## src/rtl/apb_master_bridge.sv

```systemverilog
// Purpose: APB3 master. Turns the flat request bus into SETUP/ACCESS cycles on two slaves; addr MSB picks the slave.
// Latency: a request seen in IDLE completes at the earliest 2 edges later (1 SETUP + 1 ACCESS cycle).
// Backpressure: i_pready low stretches ACCESS up to TIMEOUT cycles, then the transfer is aborted with an error pulse.
//
// Ports:
//   pclk, preset                      clock, synchronous active-high reset
//   i_ptransfer/i_prwrite/i_pwaddr/
//   i_pwdata/i_praddr                 request bus; taken in IDLE or on a completion edge
//   o_psel1/o_psel2/o_penable/
//   o_pwrite/o_paddr/o_pwdata         APB master outputs
//   i_pready/i_prdata/i_pslverr       muxed response of the selected slave
//   o_prdata                          data of the last completed read
//   o_pslverr                         1-cycle pulse: slave error or timeout
//   o_busy                            high in SETUP or ACCESS
module apb_master_bridge #(
  parameter int AW      = 9,
  parameter int DW      = 8,
  parameter int TIMEOUT = 16
) (
  input  logic          pclk,
  input  logic          preset,
  input  logic          i_ptransfer,
  input  logic          i_prwrite,
  input  logic [AW-1:0] i_pwaddr,
  input  logic [DW-1:0] i_pwdata,
  input  logic [AW-1:0] i_praddr,
  output logic [DW-1:0] o_prdata,
  output logic          o_psel1,
  output logic          o_psel2,
  output logic          o_penable,
  output logic          o_pwrite,
  output logic [AW-2:0] o_paddr,
  output logic [DW-1:0] o_pwdata,
  input  logic          i_pready,
  input  logic [DW-1:0] i_prdata,
  input  logic          i_pslverr,
  output logic          o_pslverr,
  output logic          o_busy
);

  localparam int CW = $clog2(TIMEOUT + 1);

  typedef enum logic [1:0] {
    IDLE   = 2'd0,
    SETUP  = 2'd1,
    ACCESS = 2'd2
  } state_t;

  state_t        state;
  state_t        state_nxt;
  logic [CW-1:0] wait_cnt;
  logic [AW-1:0] addr_q;
  logic          write_q;
  logic [DW-1:0] wdata_q;
  logic [DW-1:0] prdata_q;
  logic          pslverr_q;
  logic          done;
  logic          expire;
  logic          capture;

  // A transfer completes on any ACCESS edge with pready high. It expires on the
  // edge that would make the TIMEOUT-th consecutive not-ready ACCESS cycle count.
  assign done    = (state == ACCESS) && i_pready;
  assign expire  = (state == ACCESS) && !i_pready && (wait_cnt == CW'(TIMEOUT - 1));
  // New requests are only taken when the bus is free: IDLE, or a completion edge.
  assign capture = i_ptransfer && ((state == IDLE) || done);

  // State register
  always_ff @(posedge pclk) begin
    if (preset) begin
      state <= IDLE;
    end else begin
      state <= state_nxt;
    end
  end

  // Next-state logic
  always_comb begin
    state_nxt = state;
    unique case (state)
      IDLE:    state_nxt = capture ? SETUP : IDLE;
      SETUP:   state_nxt = ACCESS;
      ACCESS: begin
        if (done) begin
          state_nxt = capture ? SETUP : IDLE;
        end else if (expire) begin
          state_nxt = IDLE;
        end else begin
          state_nxt = ACCESS;
        end
      end
      default: state_nxt = IDLE;
    endcase
  end

  // Request capture, wait counter and response registers
  always_ff @(posedge pclk) begin
    if (preset) begin
      wait_cnt  <= '0;
      addr_q    <= '0;
      write_q   <= 1'b0;
      wdata_q   <= '0;
      prdata_q  <= '0;
      pslverr_q <= 1'b0;
    end else begin
      if (state_nxt == SETUP) begin
        wait_cnt <= '0;
      end else if ((state == ACCESS) && !i_pready) begin
        wait_cnt <= wait_cnt + CW'(1);
      end

      if (capture) begin
        write_q <= i_prwrite;
        addr_q  <= i_prwrite ? i_pwaddr : i_praddr;
        // Reads drive zero write data on the bus.
        wdata_q <= i_prwrite ? i_pwdata : '0;
      end

      if (done && !write_q) begin
        prdata_q <= i_prdata;
      end

      pslverr_q <= (done && i_pslverr) || expire;
    end
  end

  // Output logic: selects/enable follow the state, address and data hold in IDLE.
  always_comb begin
    o_psel1   = 1'b0;
    o_psel2   = 1'b0;
    o_penable = 1'b0;
    o_busy    = 1'b0;
    unique case (state)
      SETUP: begin
        o_psel1 = !addr_q[AW-1];
        o_psel2 = addr_q[AW-1];
        o_busy  = 1'b1;
      end
      ACCESS: begin
        o_psel1   = !addr_q[AW-1];
        o_psel2   = addr_q[AW-1];
        o_penable = 1'b1;
        o_busy    = 1'b1;
      end
      default: ;
    endcase
  end

  assign o_paddr   = addr_q[AW-2:0];
  assign o_pwrite  = write_q;
  assign o_pwdata  = wdata_q;
  assign o_prdata  = prdata_q;
  assign o_pslverr = pslverr_q;

endmodule

```

## config.mk

```make
export PLATFORM = sky130hd
export DESIGN_NAME = apb_master_bridge
export DESIGN_NICKNAME = d
export VERILOG_FILES = /design/src/rtl/apb_master_bridge.sv
export SDC_FILE = /design/constraint.sdc
export NUM_CORES = 1
export LEC_CHECK = 0
export BUFFER_PORTS_ARGS = -buffer_cell sky130_fd_sc_hd__buf_4
export CAP_MARGIN = 5
export CORE_MARGIN = 2
export CORE_UTILIZATION = 45
export CTS_CLUSTER_DIAMETER = 40
export DETAILED_ROUTE_END_ITERATION = 8
export PLACE_DENSITY = 0.83
export SYNTH_ARGS = -nofsm -noshare
export SYNTH_HDL_FRONTEND = slang
export SYNTH_SLANG_ARGS = --single-unit
```

## constraint.sdc

```tcl
create_clock -name pclk -period 1.87 [get_ports pclk]
set_input_delay 0.187 -clock pclk [delete_from_list [all_inputs] [get_ports pclk]]
set_output_delay 0.187 -clock pclk [all_outputs]
set_load 0.03 [all_outputs]
```

==> flow_metrics.tcl, run 1 <==
set metrics [dict create \
    antenna_left 0 \
    crit_chain "inv_1 -> ha_1 -> nor2b_4 -> mux2_2 -> a211oi_1" \
    post-cts-setup-buffers 0 \
    synthTopCellsByCount "dfxtp_1 (34), a21oi_1 (18), mux2i_1 (18)" \
    worstHoldStart "i_prdata[0]" \
    worstPathArrival_ns 1.95 \
    synth_edf_count 0 \
    status "finished clean" \
    rsz0062_at_grt "false" \
    fin_crit_sh 0.903 \
    first_iter_violations 78 \
    grt_pass1_wl_um 6270 \
    synthesis.area_um2 1590 \
    vias 1392 \
    ctsResizeCount 0 \
    viasPerCell 5.19 \
    io_pins 70 \
    fillers 297 \
    clock_latency_ns 0.34 \
    synth_cell_types 38 \
    first_pass_iters 4 \
    period_minus_slack_ns 1.69 \
    worstSetupPathType "register to register" \
    synth_top_area_frac 0.428 \
    end_kind "register" \
    grt_pass1_vias 1402 \
    regToRegSetupSlack_ns 0.18 \
    fin_skew_ns 0.00692 \
    synth_cells 164 \
    antenna_cells 0 \
    yosys.cell_count.top_type "dfxtp_1" \
    ys.flop_type "dfxtp_1" \
    final_max_slew_viol_count 0 \
    totalWireLength_um 3460 \
    die_x_um 63.4 \
    cts_buffer_depth 2 \
    whs_ns 0.0705 \
    max_stage_delay_ns 0.36 \
    ys_seq_area_frac 0.428 \
    ff2ff_path_depth 5 \
    crit_end "wait_cnt[4]$_SDFFE_PP0P_" \
    placementRows 21 \
    r2r-start "state[0]$_SDFF_PP0_" \
    place_congestion 0.747 \
    drcViolationCount 0 \
    hold_buffers 0 \
    clkTransAtPathRegs_ns 0.10 \
    postSynth.asyncResetShare 0 \
    synth.avg_cell_area_um2 9.70 \
    fmax_ghz 0.592 \
    hold_viol_final 0 \
    cts_sinks 34 \
    grt_max_degree 35 \
    worstHoldPathType "input pin to register" \
    synth_nets 209 \
    setup-violations-final 0 \
    critPathLaunch "state[0]$_SDFF_PP0_" \
    synth_seq_cells 34 \
    antenna_found_initial 0 \
    area_delta_synth_final_pct 34.2 \
    gr-total-overflow 0 \
    power_density_nw_per_um2 787 \
    htree_num_levels 2 \
    critPathMaxFanout 8 \
    maxCapViolCount 0 \
    drive_gt1_frac 0.392 \
    tightest_slew_ns 0.389 \
    die_y_um 63.4 \
    io_buffers 69 \
    avgRoutedWirePerCell_um 12.9 \
    cp_slowest_cell "mux2_2" \
    startpoint_type "register" \
    worstReg2RegEnd "wait_cnt[4]$_SDFFE_PP0P_" \
    post-dp-hpwl_um 2490 \
    p_leak_nw 0.980 \
    required_ns 2.13 \
    nNetsFinal 267 \
    numCtsBuffers 5 \
    track_usage 0.198 \
    vdd_drop_max_mv 0.476 \
    synth_area_leader_cell "dfxtp_1" \
    die-area_um2 4030 \
    start_util 0.473 \
    setup_tns_ns 0 \
    synth_area_leaders "dfxtp_1 (43%), mux2i_1 (11%), a21oi_1 (5.7%)" \
    core_area_um2 3360 \
    synth_warnings 0 \
    cts_tree "built" \
    cts_root_buffer "clkbuf_4" \
    total_power_w 0.00168 \
    slew-limit-headroom 0.740 \
]
[sequential cells by signal, summed over array words and instances (netlist names)]
register	count
addr_q	9
o_prdata	8
o_pwdata	8
wait_cnt	5
state	2
o_pslverr	1
o_pwrite	1
[per-layer routing]
metal	part of all wire	vias to the layer above	global-route usage
met5	0	-	0
met4	0.0084	0	0.0978
met3	0.070	6	0.0518
met2	0.51	55	0.339
met1	0.41	634	0.226
li1	-	697	-
[cells by family after synthesis]
logic type	after synthesis	share of synthesized area
multiplexers	19	0.120
adder cells (fa/ha/maj)	5	0.0393
flip-flops	34	0.428
AND/OR/NAND/NOR	35	0.127
buffers and inverters	24	0.0936
AO/OA/AOI/OAI	45	0.181
XOR/XNOR	2	0.0110
[stage by stage]
stage | instance area, um^2 | instances | util | setup WS, ns
floorplan | 1590 | 164 | - | 0.120
global placement | 2050 | 261 | 0.609 | 0.203
detailed placement | 2050 | 261 | 0.609 | 0.132
CTS | 2130 | 268 | 0.633 | 0.129
global route | 2130 | 268 | 0.635 | 0.0395
finish | 2130 | 268 | 0.635 | 0.181
[cell type report]
| cell class | instances | area (um^2) | share of cell area |
|---|---|---|---|
| clock buffers | 6 | 51.3 | 0.0240 |
| clock inverters | 1 | 30.0 | 0.0141 |
| inverters | 4 | 15.0 | 0.00703 |
| multi-input cells | 106 | 767 | 0.359 |
| flip-flops and latches | 34 | 681 | 0.319 |
| well taps | 46 | 57.6 | 0.0270 |
| repair buffers | 71 | 533 | 0.250 |
[worst max-delay path: cells and delay by family (launching register included)]
| family | cells | cell delay, ns |
|---|---|---|
| muxes | 1 | 0.36 |
| adders and majority gates | 1 | 0.34 |
| DFF | 1 | 0.35 |
| AOI/OAI and AO/OA | 1 | 0.20 |
| buffers and inverters | 1 | 0.09 |
| and+or+nand+nor | 1 | 0.28 |
[how the worst min path moves through the flow]
stage                          endpoint  slack (ns)  cells after the start
2_1_floorplan  o_prdata[0]$_SDFFE_PP0P_        0.33                      2
3_3_place_gp   o_prdata[2]$_SDFFE_PP0P_        0.42                      3
3_5_place_dp   o_prdata[0]$_SDFFE_PP0P_        0.43                      3
4_1_cts        o_prdata[0]$_SDFFE_PP0P_        0.06                      3
5_1_grt        o_prdata[2]$_SDFFE_PP0P_        0.09                      3
6_report       o_prdata[0]$_SDFFE_PP0P_        0.07                      3
[where the power goes]
part | total [W] | leakage (nW) | switching (W) | internal, W
logic | 0.000351 | 0.658 | 0.000197 | 0.000154
registers | 0.000779 | 0.277 | 0.0000207 | 0.000758
clock network | 0.000550 | 0.0443 | 0.000239 | 0.000311
total | 0.00168 | 0.980 | 0.000457 | 0.00122
[cell usage in the layout, fill, tap and decap left out, types with 2 or more instances in the layout]
cell / synthesis / layout
mux2i_1: 18 / 18
inv_1: 3 / 3
nand3b_1: 2 / 2
nand3_1: 2 / 2
clkbuf_4: 0 / 5
buf_4: 9 / 71
dfxtp_1: 34 / 34
ha_1: 5 / 5
nand4_1: 8 / 8
o21ai_0: 10 / 10
a21oi_1: 18 / 18
nand2_1: 2 / 2
a211oi_1: 11 / 11
nor2_1: 11 / 11
(Power assumes the default switching activity.)
==> run 2: changes to the inputs <==
--- a/config.mk
+++ b/config.mk
@@ -8,10 +8,10 @@
 export BUFFER_PORTS_ARGS = -buffer_cell sky130_fd_sc_hd__buf_4
 export CAP_MARGIN = 5
 export CORE_MARGIN = 2
-export CORE_UTILIZATION = 45
+export CORE_UTILIZATION = 46
 export CTS_CLUSTER_DIAMETER = 40
 export DETAILED_ROUTE_END_ITERATION = 8
-export PLACE_DENSITY = 0.83
+export PLACE_DENSITY = 0.84
 export SYNTH_ARGS = -nofsm -noshare
 export SYNTH_HDL_FRONTEND = slang
 export SYNTH_SLANG_ARGS = --single-unit
==> run 2 against run 1 <==
  * Sequential power about the same
  * Total power down 0.66%
  * Wire length down 1.2%
==> flow_metrics.tcl, run 2 (synthesized netlist as in run 1, its figures left out) <==
set metrics [dict create \
    avgRoutedWirePerCell_um 12.7 \
    period_minus_slack_ns 1.66 \
    worstReg2RegEnd "addr_q[1]$_SDFFE_PP0N_" \
    setup_tns_ns 0 \
    total_power_w 0.00167 \
    required_ns 1.68 \
    die-area_um2 3940 \
    r2r-start "state[0]$_SDFF_PP0_" \
    fmax_ghz 0.602 \
    rsz0062_at_grt "false" \
    grt_pass1_wl_um 5750 \
    cp_slowest_cell "dfxtp_1" \
    place_congestion 0.774 \
    hold_buffers 0 \
    maxCapViolCount 0 \
    dp_cells 262 \
    track_usage 0.187 \
    crit_chain "inv_1 -> ha_1 -> and2_1 -> buf_4" \
    p_leak_nw 0.985 \
    fillers 296 \
    final_common_cell "buf_4" \
    multi_input_area_um2 761 \
    totalWireLength_um 3420 \
    min_to "o_prdata[1]$_SDFFE_PP0P_" \
    antenna_found_initial 0 \
    cts_sinks 34 \
    status "finished clean" \
    setup-violations-final 0 \
    cts_root_buffer "clkbuf_4" \
    final_max_slew_viol_count 0 \
    first_iter_violations 57 \
    drcViolationCount 0 \
    post-dp-hpwl_um 2450 \
    io_pins 70 \
    cts_buffer_depth 2 \
    startpoint_type "register" \
    grt_max_degree 35 \
    regToRegSetupSlack_ns 0.26 \
    layoutNonFillerInstCount 269 \
    worstHoldPathType "input pin to register" \
    io_buffers 69 \
    final_cell_mix "buf_4 (72), dfxtp_1 (34), a21oi_1 (18), mux2i_1 (18)" \
    worstSetupPathType "register to output port" \
    core_area_um2 3340 \
    slew-limit-headroom 0.633 \
    gr-total-overflow 0 \
    end_kind "output port" \
    fin_skew_ns 0.00806 \
    worstPathArrival_ns 1.47 \
    die_y_um 62.8 \
    cts_tree "built" \
    hold_viol_final 0 \
    top_register "addr_q" \
    drive_gt1_frac 0.390 \
    antenna_cells 0 \
    start_util 0.477 \
    power_density_nw_per_um2 782 \
    vias 1384 \
    grt_pass1_vias 1358 \
    clkTransAtPathRegs_ns 0.10 \
    max_stage_delay_ns 0.40 \
    largest_reg_flops 9 \
    ff2ff_path_depth 5 \
    area_delta_synth_final_pct 34.3 \
    viasPerCell 5.14 \
    worstHoldStart "i_prdata[1]" \
    clock_latency_ns 0.32 \
    numCtsBuffers 5 \
    antenna_left 0 \
    critPathMaxFanout 4 \
    regArea_um2 681 \
    fin_ws_ns 0.210 \
    nNetsFinal 268 \
    hold_depth 3 \
    ctsResizeCount 0 \
    vdd_drop_max_mv 0.457 \
    fin_util 0.640 \
    htree_num_levels 2 \
    tightest_slew_ns 0.550 \
    post-cts-setup-buffers 0 \
    first_pass_iters 4 \
    fin_crit_sh 0.888 \
    dpl_worst_slack_ns 0.268 \
    placementRows 21 \
    die_x_um 62.8 \
]
run 2: cell types whose count changed in the layout (fill, tap and decap cells not counted), sizes merged:
cell / change
buf: +1
run 2: metal layers:
metal	global-route usage	part of all wire	routed length, um
met5	0	0	0
met1	0.205	0.41	1400
met2	0.325	0.51	1760
met4	0.0639	0.0061	21
met3	0.0775	0.069	236
run 2: through the flow:
step / area [um^2] / hold slack (ns)
global route: 2140 / 0.0665
finish: 2140 / 0.0829
floorplan: 1590 / 0.331
CTS: 2140 / 0.0715
detailed placement: 2050 / 0.427
global placement: 2050 / 0.420
run 2: power breakdown:
group	internal, W	switching (W)
clock network	0.000311	0.000228
registers	0.000758	0.0000201
logic	0.000154	0.000197
total	0.00122	0.000445
run 2: cell type report:
class	count	share of cell area
Multi-Input combinational cell	106	0.356
Sequential cell	34	0.319
Timing Repair Buffer	72	0.253
Tap cell	46	0.0269
Clock buffer	6	0.0240
Clock inverter	1	0.0141
Inverter	4	0.00703
run 2: worst max-delay path, delay by kind of cell, from the launching register on:
family,cells,cell delay [ns]
DFF,1,0.40
adders and majority gates,1,0.33
buffers and inverters,2,0.25
and+or+nand+nor,1,0.17
run 2: how the worst max path moves through the flow:
stage / cells after the start / endpoint / startpoint / slack (ns)
6_report: 4 / o_psel2 / state[0]$_SDFF_PP0_ / 0.21
5_1_grt: 5 / addr_q[5]$_SDFFE_PP0N_ / state[0]$_SDFF_PP0_ / 0.07
4_1_cts: 4 / o_psel2 / state[0]$_SDFF_PP0_ / 0.19
3_5_place_dp: 5 / addr_q[1]$_SDFFE_PP0N_ / state[0]$_SDFF_PP0_ / 0.27
3_3_place_gp: 6 / wait_cnt[3]$_SDFFE_PP0P_ / state[0]$_SDFF_PP0_ / 0.36
2_1_floorplan: 5 / wait_cnt[4]$_SDFFE_PP0P_ / state[0]$_SDFF_PP0_ / 0.12
